### src/rtl/vfu_mask_dispatch.sv
// Routes each mask beat to the FU executing its vid through per-FU FIFOs,
// and keeps a sticky, clearable OR of all FU saturation events.
module vfu_mask_dispatch #(
  parameter int unsigned NrFUs     = 2,
  parameter int unsigned StrbWidth = 8,
  parameter int unsigned FifoDepth = 2,
  parameter int unsigned NrVInsn   = 8,
  localparam int unsigned VidW     = (NrVInsn > 1) ? $clog2(NrVInsn) : 1,
  localparam int unsigned CntW     = $clog2(FifoDepth + 1)
) (
  input  logic                       clk_i,
  input  logic                       rst_i,
  input  logic [StrbWidth-1:0]       mask_i,
  input  logic [VidW-1:0]            mask_vid_i,
  input  logic                       mask_valid_i,
  output logic                       mask_ready_o,
  input  logic [NrFUs*VidW-1:0]      fu_vid_i,
  input  logic [NrFUs-1:0]           fu_vid_valid_i,
  input  logic [NrFUs-1:0]           fu_flush_i,
  output logic [NrFUs*StrbWidth-1:0] fu_mask_o,
  output logic [NrFUs-1:0]           fu_mask_valid_o,
  input  logic [NrFUs-1:0]           fu_mask_ready_i,
  output logic [NrFUs*CntW-1:0]      fu_mask_cnt_o,
  output logic                       mask_multi_hit_o,
  input  logic [NrFUs-1:0]           vxsat_i,
  input  logic                       vxsat_clr_i,
  output logic                       vxsat_flag_o
);

  localparam int unsigned PtrW = (FifoDepth > 1) ? $clog2(FifoDepth) : 1;
  localparam int unsigned TgtW = (NrFUs > 1) ? $clog2(NrFUs) : 1;

  logic [StrbWidth-1:0]            mem_q [NrFUs][FifoDepth];
  logic [StrbWidth-1:0]            mem_d [NrFUs][FifoDepth];
  logic [NrFUs-1:0][PtrW-1:0]      wr_q, wr_d, rd_q, rd_d;
  logic [NrFUs-1:0][CntW-1:0]      cnt_q, cnt_d;
  logic                            multi_hit_q, multi_hit_d;
  logic                            vxsat_q, vxsat_d;

  logic [NrFUs-1:0]                hit;
  logic                            any_hit, multi;
  logic [TgtW-1:0]                 tgt;
  logic                            accept;

  function automatic logic [PtrW-1:0] next_ptr(input logic [PtrW-1:0] p);
    return (p == PtrW'(FifoDepth - 1)) ? '0 : p + 1'b1;
  endfunction

  // Descending scan so the lowest hitting FU is the one left in tgt.
  always_comb begin
    hit     = '0;
    any_hit = 1'b0;
    multi   = 1'b0;
    tgt     = '0;
    for (int k = NrFUs - 1; k >= 0; k--) begin
      hit[k] = fu_vid_valid_i[k] && (fu_vid_i[k*VidW +: VidW] == mask_vid_i);
      if (hit[k]) begin
        if (any_hit) multi = 1'b1;
        any_hit = 1'b1;
        tgt     = TgtW'(k);
      end
    end
  end

  // Acceptance looks only at the full flag, never at a same-cycle pop.
  always_comb begin
    accept = !rst_i && mask_valid_i && any_hit &&
             (cnt_q[tgt] != CntW'(FifoDepth)) && !fu_flush_i[tgt];
  end

  assign mask_ready_o = accept;

  always_comb begin
    logic push, pop;
    mem_d = mem_q;
    wr_d  = wr_q;
    rd_d  = rd_q;
    cnt_d = cnt_q;
    push  = 1'b0;
    pop   = 1'b0;
    for (int k = 0; k < NrFUs; k++) begin
      push = accept && (tgt == TgtW'(k));
      pop  = (cnt_q[k] != '0) && fu_mask_ready_i[k];
      if (fu_flush_i[k]) begin
        cnt_d[k] = '0;
        wr_d[k]  = '0;
        rd_d[k]  = '0;
      end else begin
        if (push) begin
          mem_d[k][wr_q[k]] = mask_i;
          wr_d[k]           = next_ptr(wr_q[k]);
        end
        if (pop) rd_d[k] = next_ptr(rd_q[k]);
        cnt_d[k] = cnt_q[k] + CntW'(push) - CntW'(pop);
      end
    end
    multi_hit_d = accept && multi;
    vxsat_d     = (vxsat_q && !vxsat_clr_i) || (|vxsat_i);
  end

  always_ff @(posedge clk_i or posedge rst_i) begin
    if (rst_i) begin
      for (int k = 0; k < NrFUs; k++) begin
        for (int d = 0; d < FifoDepth; d++) mem_q[k][d] <= '0;
      end
      wr_q        <= '0;
      rd_q        <= '0;
      cnt_q       <= '0;
      multi_hit_q <= 1'b0;
      vxsat_q     <= 1'b0;
    end else begin
      mem_q       <= mem_d;
      wr_q        <= wr_d;
      rd_q        <= rd_d;
      cnt_q       <= cnt_d;
      multi_hit_q <= multi_hit_d;
      vxsat_q     <= vxsat_d;
    end
  end

  // Head data is zeroed when empty so stale entries never leak out.
  always_comb begin
    fu_mask_o       = '0;
    fu_mask_valid_o = '0;
    fu_mask_cnt_o   = '0;
    for (int k = 0; k < NrFUs; k++) begin
      fu_mask_valid_o[k] = (cnt_q[k] != '0);
      fu_mask_cnt_o[k*CntW +: CntW] = cnt_q[k];
      if (cnt_q[k] != '0) fu_mask_o[k*StrbWidth +: StrbWidth] = mem_q[k][rd_q[k]];
    end
  end

  assign mask_multi_hit_o = multi_hit_q;
  assign vxsat_flag_o     = vxsat_q;

endmodule

### config.mk
export PLATFORM = sky130hd
export DESIGN_NAME = vfu_mask_dispatch
export DESIGN_NICKNAME = d
export VERILOG_FILES = /design/src/rtl/vfu_mask_dispatch.sv
export SDC_FILE = /design/constraint.sdc
export NUM_CORES = 1
export LEC_CHECK = 0
export BUFFER_PORTS_ARGS = -buffer_cell sky130_fd_sc_hd__buf_2
export CELL_PAD_IN_SITES_DETAIL_PLACEMENT = 1
export CELL_PAD_IN_SITES_GLOBAL_PLACEMENT = 1
export CORE_MARGIN = 4
export CORE_UTILIZATION = 44
export CTS_CLUSTER_DIAMETER = 150
export DETAILED_ROUTE_END_ITERATION = 6
export PLACE_DENSITY_LB_ADDON = 0.1
export RECOVER_POWER = 50
export SLEW_MARGIN = 10
export SYNTH_ARGS = -nofsm -noshare
export SYNTH_HDL_FRONTEND = slang
export SYNTH_SLANG_ARGS = --single-unit
### constraint.sdc
create_clock -name clk_i -period 3.7 [get_ports clk_i]
set_clock_uncertainty 0.1 [all_clocks]
set_input_delay 0.555 -clock clk_i [delete_from_list [all_inputs] [get_ports clk_i]]
set_output_delay 0.555 -clock clk_i [all_outputs]
set_load 0.005 [all_outputs]
# Word-level counts from Yosys, hierarchy flattened
# Cells that the tools add are included.
dict set report totals {
  regBits 42
  out_inout_bits 25
}
dict set report op_classes {
  n_addsub 8
  n_lt_le_gt_ge 7
  eq_ne 3
  n_mux 37
  bitwise_logic 7
  reduce_logical 27
}
# cell count
set op_table {}
lappend op_table {{2-to-1 mux 8 bit} 10}
lappend op_table {{bitwise mux 16 bit} 2}
lappend op_table {{2-to-1 mux 1 bit} 19}
lappend op_table {{demux 8 bit (select 1 bit)} 2}
lappend op_table {{logical AND 1 bit} 14}
lappend op_table {{nonzero test 2 bit} 6}
lappend op_table {{>= comparator 2 bit (second input constant)} 4}
lappend op_table {{2-to-1 mux 2 bit} 4}
lappend op_table {{NOT 1 -> 2 bit} 4}
lappend op_table {{== test 3 bit} 2}
lappend op_table {{adder 1 bit (second input constant)} 4}
lappend op_table {{adder 2 x 1 -> 2 bit} 2}
lappend op_table {{less-than comparator 2 x 1 -> 1 bit (second input constant)} 2}
lappend op_table {{AND reduction 2 bit} 2}
lappend op_table {{subtractor 2 x 1 -> 2 bit} 2}
lappend op_table {{zero test 1 bit} 3}
lappend op_table {{NOT 1 bit} 3}
lappend op_table {{less-than comparator 1 x 2 -> 1 bit (second input constant)} 1}
lappend op_table {{inequality test 2 bit (second input constant)} 1}
lappend op_table {{OR reduction 2 bit} 1}
lappend op_table {{logical OR 1 bit} 1}

# Depth between registers and ports, before layout
# Gate-level depths: netlist of run 1.
dict set report logic_depth {
  ltp_word 13
  depth_mapped 10
  ltp_nobuf 9
}

# Worst setup path before layout of run 1
# No wires, ideal clock.
dict set report synth_timing {
  kind {input to register}
  from {input port fu_vid_i[1]}
  to {register cnt_q (netlist bit fu_mask_cnt_o[3])}
  t_arrival_ps 2217
  t_required_ps 3481
  slack_ps 1264
  stages 10
  n_path_buf 1
  path_cell_list {xnor2_1 -> and4_1 -> buf_2 -> or3_1 -> ha_1 -> inv_1 -> ha_1 -> xor2_1 -> xnor2_1 -> nor2_1}
}
# item line
set synth_lines {}
lappend synth_lines {{from (decl)} 17} ;# input logic [NrFUs*VidW-1:0] fu_vid_i,
lappend synth_lines {{to (signal assigned)} 115} ;# cnt_q <= cnt_d;
lappend synth_lines {{to (decl)} 36} ;# logic [NrFUs-1:0][CntW-1:0] cnt_q, cnt_d;

# Final worst setup path of run 1
dict set report layout_timing {
  from {input port mask_vid_i[0]}
  to {output port mask_ready_o}
}
dict set report layout_via {
  elab_chain_len 9
  elab_cells_between_ends 16
}
# item line
set layout_lines {}
lappend layout_lines {{from (decl)} 14} ;# input logic [VidW-1:0] mask_vid_i,
lappend layout_lines {{== test 3 bit} 56} ;# hit[k] = fu_vid_valid_i[k] && (fu_vid_i[k*VidW +: VidW] == mask_vid_i);
lappend layout_lines {{logical AND 1 bit} 56}
lappend layout_lines {{2-to-1 mux 1 bit (2 in series)} 57} ;# if (hit[k]) begin
lappend layout_lines {{2-to-1 mux 2 bit (not written as such) (2 in series)} 68} ;# (cnt_q[tgt] != CntW'(FifoDepth)) && !fu_flush_i[tgt];
lappend layout_lines {{inequality test 2 bit} 68}
lappend layout_lines {{logical AND 1 bit} 67} ;# accept = !rst_i && mask_valid_i && any_hit &&
lappend layout_lines {{logical AND 1 bit *} 68}
lappend layout_lines {{to (decl)} 16} ;# output logic mask_ready_o,
# Every way passes the cells marked *; elsewhere a longest branch is shown, timed or not. The select of a mux whose other input is x is not followed.

==> run summary, run 1 <==
• **pre-CTS worst setup slack** 1.00 ns
• **family with the most delay on the worst path** simple AND/OR/NAND/NOR gates
• **antenna violations before repair** 0
• **required time of the critical path** 3.04 ns
• **post-CTS sizing** 0
• **clock period minus worst slack** 2.47 ns
• **final non-filler cell total** 277
• **number of nets with antenna violations after routing** 0
• **Layout area overhead** 20.1%
• **cell breakdown of the critical path** clkbuf_1, xnor2_1, nand4_1, or3_1, nand2_1, buf_2
• **Antenna Cells** 0
• **via count of the first global-routing pass** 1671
• **clock tree from TritonCTS** done
• **most frequently used cell type in the post-synthesis netlist** sky130_fd_sc_hd__dfrtp_1
• **internal power** 861 uW
• **Clk Latency, worst-skew pair** 0.29 ns
• **min-delay worst type** in -> async
• **starting density of the core** 0.462
• **count of hold buffers inserted by post-cts repair** 0
• **worst slew margin relative to its limit** 0.208
• **area enclosed by the die boundary** 5820 sq um
• **buffers and inverters on the worst path** 2
• **crit path setup slack, layout** 1.23 ns
• **fin crit share** 0.667
• **hpwl dp** 3700 microns
• **share of total power in the clock network** 0.235
• **Num CTS Buffers** 5
• **critical path class** in -> out
• **power per standard cell area** 519 nW/um^2
• **GRT Residual Overflow** 0
• **Via Count** 1453
• **clock slew seen by the registers of the worst setup and hold paths** 0.08 ns
• **Die Span Y** 76.3 microns
• **Starting DRT DRC Count** 57
• **Logic pwr share** 0.297
• **Synth area leader** sky130_fd_sc_hd__dfrtp_1
• **# Max-Cap Violations** 0
• **mean routed wirelength per cell** 17.0 microns
• **top cell types by occurrence after synthesis** sky130_fd_sc_hd__dfrtp_1, sky130_fd_sc_hd__mux2_2, sky130_fd_sc_hd__nor2_1, sky130_fd_sc_hd__mux2i_1, sky130_fd_sc_hd__xnor2_1
• **H-tree depth** 2
• **CP max stage cell** sky130_fd_sc_hd__or3_1
• **post-CTS setup-driven buffer insertion count** 0
• **dominant register cell in the synthesized netlist** sky130_fd_sc_hd__dfrtp_1
• **deepest clock path buffer count** 2
• **part of the Yosys area used for sequential elements** 0.512
• **Hold WS** 0.325 ns
• **clk root buf** sky130_fd_sc_hd__clkbuf_8
• **critical path launch point type** input port
• **mapped cell area** 2050 sq um
• **count of synthesis-stage warnings from yosys** 0
• **RSZ-0062 raised after global routing** no
• **max-slew violation count** 0
• **share of flip-flops with an asynchronous set or reset** 1.00
• **arrival time of data at the critical path endpoint** 1.81 ns
• **maximum number of pins on one net before global-route repair** 23
• **leakage power total** 1.25 nW
• **nets@finish** 257
• **transition at the pin with the smallest max-transition slack** 1.19 ns
• **number of flops mapped to enable cells by yosys** 0
• **vias per cell** 5.25
• **placeable core region** 4440 sq um
• **utilization after layout** 0.554
• **aggregate global-route resource usage** 0.172
• **crit path max fanout** 4
• **Port Buffer Count** 53
• **share of total power consumed by net switching** 0.326
• **largest cells by area after synthesis** sky130_fd_sc_hd__dfrtp_1, sky130_fd_sc_hd__mux2_2, sky130_fd_sc_hd__mux2i_1
• **global-route wire length before repair** 8100 microns
• **area share of the largest cell type after synthesis** 0.512
• **outcome** finished clean
• **number of placed instances with taps included** 269
• **Setup TNS** 0 ns
• **Syn Area/Cell** 12.4 sq um
• **Placement Rows** 24
• **fraction of final layout cells with drive strength greater than 1** 0.400
• **DRC violation count after routing** 0
• **Pre-Repair DR Iteration Count** 6
• **chip width** 76.3 microns
• **final routed wirelength across all metal layers** 4710 microns
• **number of standard cells after synthesis** 166
• **final count of negative-setup-slack endpoints** 0
• **part of the power in registers** 0.468
• **final estimated routing congestion in global placement** 0.780
• **Worst VDD drop** 0.000223 V
• **total count of hold-check failures in the final report** 0
• **Seq cells post-synth** 42
• **number of primary I/O pins** 54
• **kind of capture point of the worst setup path** primary output
• **number of different library cells in the post-synthesis netlist** 29
• **switching power** 417 uW
• **Post-Synthesis Net Count** 199
• **Largest stage delay, worst path** 0.46 ns
• **maximum clock frequency** 405 MHz
• **total clock sinks** 42
-- cell usage in the layout, fill, tap and decap left out, drive strengths merged, types with 2 or more instances in the layout --
| master | n |
|---|---|
| nor4 | 2 |
| xnor2 | 10 |
| xor2 | 2 |
| nand4 | 2 |
| mux2 | 32 |
| mux2i | 16 |
| inv | 8 |
| clkbuf | 12 |
| ha | 4 |
| nor2b | 5 |
| buf | 50 |
| nand2 | 2 |
| nor2 | 24 |
| dfrtp | 42 |
-- sequential cells by signal, indices dropped and copies added, names as in the netlist --
signal	count
mem_q	32
fu_mask_cnt_o	4
rd_q	2
wr_q	2
mask_multi_hit_o	1
vxsat_flag_o	1
-- final timing paths --
path                                         end  slack [ns]  depth (start not counted)              from
max in group asynchronous               mem_q[5]        1.61                          3             rst_i
worst min register to register         mem_q[14]        0.40                          1         mem_q[14]
worst max register to register  fu_mask_cnt_o[3]        1.35                          8  fu_mask_cnt_o[2]
min in group clk_i                  vxsat_flag_o        0.34                          2       vxsat_clr_i
worst max-delay path                mask_ready_o        1.23                          6     mask_vid_i[0]
worst min-delay path            mask_multi_hit_o        0.32                          2             rst_i
-- cells by family after synthesis --
logic type	after synthesis	share of synthesized area
AO/OA/AOI/OAI	5	0.0171
buffers and inverters	12	0.0226
AND/OR/NAND/NOR	43	0.119
flip-flops	42	0.512
adder cells (fa/ha/maj)	4	0.0244
multiplexers	48	0.254
XOR/XNOR	12	0.0512
-- power groups by stage --
stage | registers (mW) | clock network, mW | logic [mW]
floorplan | 0.564 | 0 | 0.268
global placement | 0.603 | 0 | 0.370
detailed placement | 0.608 | 0 | 0.392
CTS | 0.599 | 0.312 | 0.395
global route | 0.611 | 0.330 | 0.437
finish | 0.598 | 0.300 | 0.380
-- metrics by stage --
stage	total power [mW]	area, sq um
5_1_grt	1.38	2460
4_1_cts	1.31	2470
2_1_floorplan	0.833	2050
3_3_place_gp	0.973	2380
3_5_place_dp	1.00	2380
6_report	1.28	2460
-- worst register-to-register path, cell delays in order (launching register included) --
cell and delay, ns:
sky130_fd_sc_hd__dfrtp_1 0.42, sky130_fd_sc_hd__nor2_1 0.60, sky130_fd_sc_hd__nor2b_1 0.18, sky130_fd_sc_hd__ha_1 0.34
sky130_fd_sc_hd__inv_1 0.07, sky130_fd_sc_hd__ha_1 0.15, sky130_fd_sc_hd__xor2_1 0.19, sky130_fd_sc_hd__xnor2_1 0.14
sky130_fd_sc_hd__nor2_1 0.06
-- area by class of cell --
class	count	area [sq um]
multi-input combinational	112	955
timing repair buffer	55	272
clock inverter	1	5.00
sequential	42	1050
inverter	8	30.0
tap	52	65.1
fill	488	1980
clock buffer	7	86.3
-- per-layer routing --
layer	vias to the layer above	routed length, microns	global-route usage
li1	687	-	-
met2	32	2470	0.316
met5	-	0	0
met4	0	18	0.0435
met1	732	2000	0.197
met3	2	212	0.0449
Note: power is estimated with default switching activity, not from simulation.
==> inputs of run 2 (changes only) <==
- CORE_UTILIZATION: 44 -> 37
- clock period: 3.7 -> 2.2 ns (I/O delays scaled with it)
==> run summary, run 2 (synthesis results as in run 1) <==
• **outcome** finished clean
• **number of placed instances with taps included** 300, +12%
• **global-route wire length before repair** 7820 microns, -3.5%
• **Layout area overhead** 27.1%
• **required time of the critical path** 2.29 ns, -0.75 ns
• **critical path launch point type** flip-flop
• **hpwl dp** 3700 microns, about the same
• **RSZ-0062 raised after global routing** no
• **clock period minus worst slack** 2.11 ns
• **area enclosed by the die boundary** 6800 sq um, +17%
• **number of primary I/O pins** 54, unchanged
• **fraction of final layout cells with drive strength greater than 1** 0.448, +0.0477
• **destination of the worst hold path** vxsat_flag_o
• **Filler Cells Inserted** 601, +23%
• **DRC violation count after routing** 0, unchanged
• **worst slew margin relative to its limit** 0.287, +0.0794
• **# Max-Cap Violations** 0, unchanged
• **aggregate global-route resource usage** 0.155, -0.0166
• **final estimated routing congestion in global placement** 0.751, -3.8%
• **Via Count** 1513, +4.1%
• **final non-filler cell total** 309, +12%
• **nets@finish** 271, +5.4%
• **max-slew violation count** 0, unchanged
• **Worst Hold Launch** vxsat_clr_i
• **vias per cell** 4.90, -6.7%
• **chip width** 82.5 microns, +8.1%
• **mean routed wirelength per cell** 15.9 microns, -6.6%
• **critical path class** reg -> reg
• **worst reg2reg path depth** 9, +1
• **Hold Path Depth** 2
• **Die Span Y** 82.5 microns, +8.1%
• **starting density of the core** 0.392, -0.0699
• **Clk Latency, worst-skew pair** 0.30 ns, about the same
• **GRT Residual Overflow** 0, unchanged
• **FF/Latch Area** 1050 sq um, unchanged
• **Total Power Consumption** 2.19 mW, +71%
• **Reg-to-Reg Start** fu_mask_cnt_o[2]
• **end of the worst register-to-register path** fu_mask_cnt_o[3]
• **placeable core region** 5240 sq um, +18%
• **Worst VDD drop** 0.000464 V, +110%
• **Port Buffer Count** 53, unchanged
• **kind of capture point of the worst setup path** flip-flop
• **Placement Rows** 26, +8.3%
• **final routed wirelength across all metal layers** 4910 microns, +4.2%
• **min-delay worst type** in -> reg
• **total count of hold-check failures in the final report** 0, unchanged
• **power per standard cell area** 841 nW/um^2, +62%
• **antenna violations before repair** 0, unchanged
• **maximum clock frequency** 473 MHz
• **transition at the pin with the smallest max-transition slack** 1.07 ns, -0.119 ns
• **leakage power total** 1.31 nW, +5.3%
• **arrival time of data at the critical path endpoint** 2.21 ns, +0.40 ns
• **Pre-Repair DR Iteration Count** 2, -4
• **area occupied by multi-input gates** 980 sq um, +2.6%
• **most frequent standard cell in the layout excluding fill and tap cells** sky130_fd_sc_hd__buf_2
• **total clock sinks** 42, unchanged
• **Num CTS Buffers** 5, unchanged
• **fin crit share** 0.961
• **Largest register FFs** 32, unchanged
• **crit path max fanout** 2, -2
• **H-tree depth** 2, unchanged
• **Antenna Cells** 0, unchanged
• **maximum number of pins on one net before global-route repair** 43, +87%
• **number of nets with antenna violations after routing** 0, unchanged
• **clock tree from TritonCTS** done
• **clock slew seen by the registers of the worst setup and hold paths** 0.08 ns, about the same
• **most frequent cells in the layout** sky130_fd_sc_hd__buf_2, sky130_fd_sc_hd__dfrtp_1, sky130_fd_sc_hd__mux2_2
• **deepest clock path buffer count** 2, unchanged
• **Starting DRT DRC Count** 39, -32%
• **clk root buf** sky130_fd_sc_hd__clkbuf_8
• **setup slack, reg-to-reg** 0.09 ns, -1.26 ns
• **via count of the first global-routing pass** 1653, -1.1%
• **final count of negative-setup-slack endpoints** 0, unchanged
• **Top reg by flops** mem_q
[run 2: per-stage QoR]
step,hold WS [ns],TNS [ns],util,worst slack [ns],cell area (sq um)
after floorplan,0.293,0,-,0.00646,2060
after global placement,0.371,-0.0337,0.479,-0.0337,2510
after detailed placement,0.378,-0.138,0.479,-0.0883,2510
after CTS,0.0988,0,0.496,0.0450,2600
after global routing,0.122,0,0.498,0.0246,2610
final,0.106,0,0.498,0.0860,2610
[run 2: cell type report]
type / instances / share of cell area
repair buffers: 69 / 0.141
flip-flops and latches: 42 / 0.403
clock inverters: 1 / 0.00192
clock buffers: 7 / 0.0331
well taps: 70 / 0.0336
multi-input cells: 112 / 0.376
inverters: 8 / 0.0115
[run 2: worst max-delay path by stage]
stage	startpoint	to
finish	fu_mask_cnt_o[2]	fu_mask_cnt_o[3]
global route	fu_mask_cnt_o[2]	fu_mask_cnt_o[3]
CTS	fu_mask_cnt_o[3]	fu_mask_cnt_o[3]
detailed placement	mask_vid_i[1]	fu_mask_cnt_o[3]
global placement	mask_vid_i[1]	fu_mask_cnt_o[3]
floorplan	fu_vid_i[1]	fu_mask_cnt_o[3]
[run 2: timing repair]
action | CTS | global route
hold buffers | 0 | 0
gates resized for setup | 0 | 3
endpoints found under the setup margin | 0 | 2
setup buffers | 0 | 1
[run 2: power by group]
group / leakage (nW) / internal (mW) / switching [mW]
logic: 0.694 / 0.343 / 0.334
clock network: 0.0482 / 0.253 / 0.265
registers: 0.572 / 0.878 / 0.119
total: 1.31 / 1.47 / 0.718
[run 2: metal layers]
layer,GRT usage,up-vias,part of all wire
li1,-,716,-
met1,0.180,747,0.42
met2,0.276,42,0.51
met3,0.0358,8,0.056
met4,0.0598,0,0.018
met5,0,-,0
[run 2: critical path: stages, from the launching register on]
cell and delay, ns:
sky130_fd_sc_hd__dfrtp_1 0.36, sky130_fd_sc_hd__inv_1 0.05, sky130_fd_sc_hd__a211o_1 0.30, sky130_fd_sc_hd__or3_4 0.35, sky130_fd_sc_hd__ha_4 0.27, sky130_fd_sc_hd__inv_1 0.04, sky130_fd_sc_hd__ha_2 0.18, sky130_fd_sc_hd__xor2_1 0.16
sky130_fd_sc_hd__xnor2_1 0.16, sky130_fd_sc_hd__nor2_1 0.05
==> inputs of run 3 (changes only) <==
- CORE_UTILIZATION: 37 -> 41
- clock period: 2.2 -> 2.11 ns (I/O delays scaled with it)
==> run summary, run 3 (synthesis results as in run 1) <==
• **outcome** finished with violations
• **failing checks** setup timing
• **Pre-Repair DR Iteration Count** 2, unchanged
• **clock tree from TritonCTS** done
• **Via Count** 1502, -0.73%
• **global-route wire length before repair** 8090 microns, +3.4%
• **transition at the pin with the smallest max-transition slack** 1.06 ns, -0.00777 ns
• **DRC violation count after routing** 0, unchanged
• **leakage power total** 1.32 nW, +0.58%
• **worst reg2reg path depth** 9, unchanged
• **buffers and inverters on the worst path** 2, unchanged
• **Reg-to-Reg Start** fu_mask_cnt_o[2]
• **clock slew seen by the registers of the worst setup and hold paths** 0.08 ns, about the same
• **final routed wirelength across all metal layers** 4950 microns, +0.94%
• **deepest clock path buffer count** 2, unchanged
• **via count of the first global-routing pass** 1688, +2.1%
• **count of hold buffers inserted by post-cts repair** 0, unchanged
• **mean routed wirelength per cell** 16.1 microns, +1.6%
• **maximum number of pins on one net before global-route repair** 43, unchanged
• **crit path max fanout** 2, unchanged
• **chip width** 78.7 microns, -4.5%
• **CP max stage cell** sky130_fd_sc_hd__or3_4
• **final estimated routing congestion in global placement** 0.759, +1.0%
• **H-tree depth** 2, unchanged
• **worst slew margin relative to its limit** 0.293, +0.00518
• **final count of negative-setup-slack endpoints** 1, +1
• **family with the most delay on the worst path** simple AND/OR/NAND/NOR gates
• **required time of the critical path** 2.19 ns, -0.10 ns
• **aggregate global-route resource usage** 0.169, +0.0139
• **GRT Residual Overflow** 0, unchanged
• **RSZ-0062 raised after global routing** yes
• **nets@finish** 273, +0.74%
• **post-placement cell area** 2510 sq um, +0.15%
• **Hold WS** 0.111 ns, +0.00466 ns
• **min-delay worst type** in -> reg
• **placeable core region** 4790 sq um, -8.6%
• **maximum clock frequency** 471 MHz, -0.41%
• **critical path class** reg -> reg
• **Die Span Y** 78.7 microns, -4.5%
• **vias per cell** 4.89, about the same
• **kind of capture point of the worst setup path** flip-flop
• **hpwl dp** 3800 microns, +2.8%
• **starting density of the core** 0.429, +0.0370
• **Crit path depth** 9, unchanged
• **number of primary I/O pins** 54, unchanged
• **end of the worst register-to-register path** fu_mask_cnt_o[3]
• **Placement Rows** 25, -3.8%
• **Starting DRT DRC Count** 42, +7.7%
• **Top reg by flops** mem_q
• **area enclosed by the die boundary** 6200 sq um, -8.8%
• **Largest stage delay, worst path** 0.39 ns, +0.03 ns
• **power per standard cell area** 873 nW/um^2, +3.8%
• **total clock sinks** 42, unchanged
• **# Max-Cap Violations** 0, unchanged
• **clk root buf** sky130_fd_sc_hd__clkbuf_8
• **utilization after layout** 0.547, +0.0491
• **clock period minus worst slack** 2.12 ns, +0.00870 ns
• **setup slack, reg-to-reg** -0.01 ns, -0.10 ns
• **Antenna Cells** 0, unchanged
• **Filler Cells Inserted** 539, -10%
• **Layout area overhead** 27.6%
• **cell breakdown of the critical path** inv_1, a211o_1, or3_4, ha_4, inv_2, ha_4, xor2_1, xnor2_1, nor2_1
• **Worst VDD drop** 0.000485 V, +4.5%
• **arrival time of data at the critical path endpoint** 2.20 ns, about the same
• **critical path launch point type** flip-flop
• **design area** 2620 sq um, +0.38%
• **Num CTS Buffers** 5, unchanged
• **fraction of final layout cells with drive strength greater than 1** 0.458, +0.0106
• **total count of hold-check failures in the final report** 0, unchanged
• **number of nets with antenna violations after routing** 0, unchanged
• **capturing instance or port of the critical path** fu_mask_cnt_o[3]
• **Largest register FFs** 32, unchanged
• **crit path setup slack, layout** -0.0127 ns, -0.0987 ns
• **CP most frequent cell** sky130_fd_sc_hd__ha_4
• **fin crit share** 1.01, +0.0451
• **antenna violations before repair** 0, unchanged
• **most frequent cells in the layout** sky130_fd_sc_hd__buf_2, sky130_fd_sc_hd__dfrtp_1, sky130_fd_sc_hd__mux2_2
• **Port Buffer Count** 53, unchanged
• **max-slew violation count** 0, unchanged
• **most frequent standard cell in the layout excluding fill and tap cells** sky130_fd_sc_hd__buf_2
• **critical path launch point** fu_mask_cnt_o[2]
• **Clk Latency, worst-skew pair** 0.28 ns, -0.02 ns
## run 3: timing repair
action	CTS	global route
pin swaps	3	2
resized for setup	4	1
buffers inserted	0	2
setup endpoints to repair	1	3
## run 3: area by class of cell
type	count	area (sq um)	share of cell area
Multi-Input combinational cell	112	985	0.376
Inverter	8	30.0	0.0115
Tap cell	67	83.8	0.0320
Clock buffer	7	76.3	0.0292
Timing Repair Buffer	71	392	0.150
Sequential cell	42	1050	0.402
## run 3: per-layer routing
| layer | track usage | vias up | share of wire |
|---|---|---|---|
| met2 | 0.308 | 38 | 0.53 |
| met5 | 0 | - | 0 |
| met3 | 0.0431 | 4 | 0.053 |
| met1 | 0.192 | 748 | 0.40 |
| met4 | 0.0559 | 0 | 0.011 |
| li1 | - | 712 | - |
## run 3: how the worst min path moves through the flow
stage	from	end	slack [ns]	depth (start not counted)
6_report	vxsat_clr_i	vxsat_flag_o	0.11	2
5_1_grt	vxsat_clr_i	vxsat_flag_o	0.1	2
3_3_place_gp	mem_q[15]	mem_q[15]	0.37	1
2_1_floorplan	fu_flush_i[0]	wr_q[0]	0.28	1
4_1_cts	rst_i	fu_mask_cnt_o[3]	0.09	3
3_5_place_dp	mem_q[15]	mem_q[15]	0.38	1
## run 3: power breakdown
group	internal, mW	switching [mW]	total [mW]
Clock	0.228	0.244	0.471
Combinational	0.408	0.368	0.776
Sequential	0.916	0.120	1.04
Total	1.55	0.732	2.28
## run 3: through the flow
step                cells  setup slack, ns  total power, mW  setup TNS, ns
finish                307          -0.0127             2.28        -0.0127
global route          307          -0.0967             2.46         -0.230
CTS                   305          -0.0416             2.31        -0.0436
detailed placement    298           -0.220             1.80         -0.369
global placement      298          -0.0969             1.75         -0.137
floorplan             166          -0.0739             1.46        -0.0739
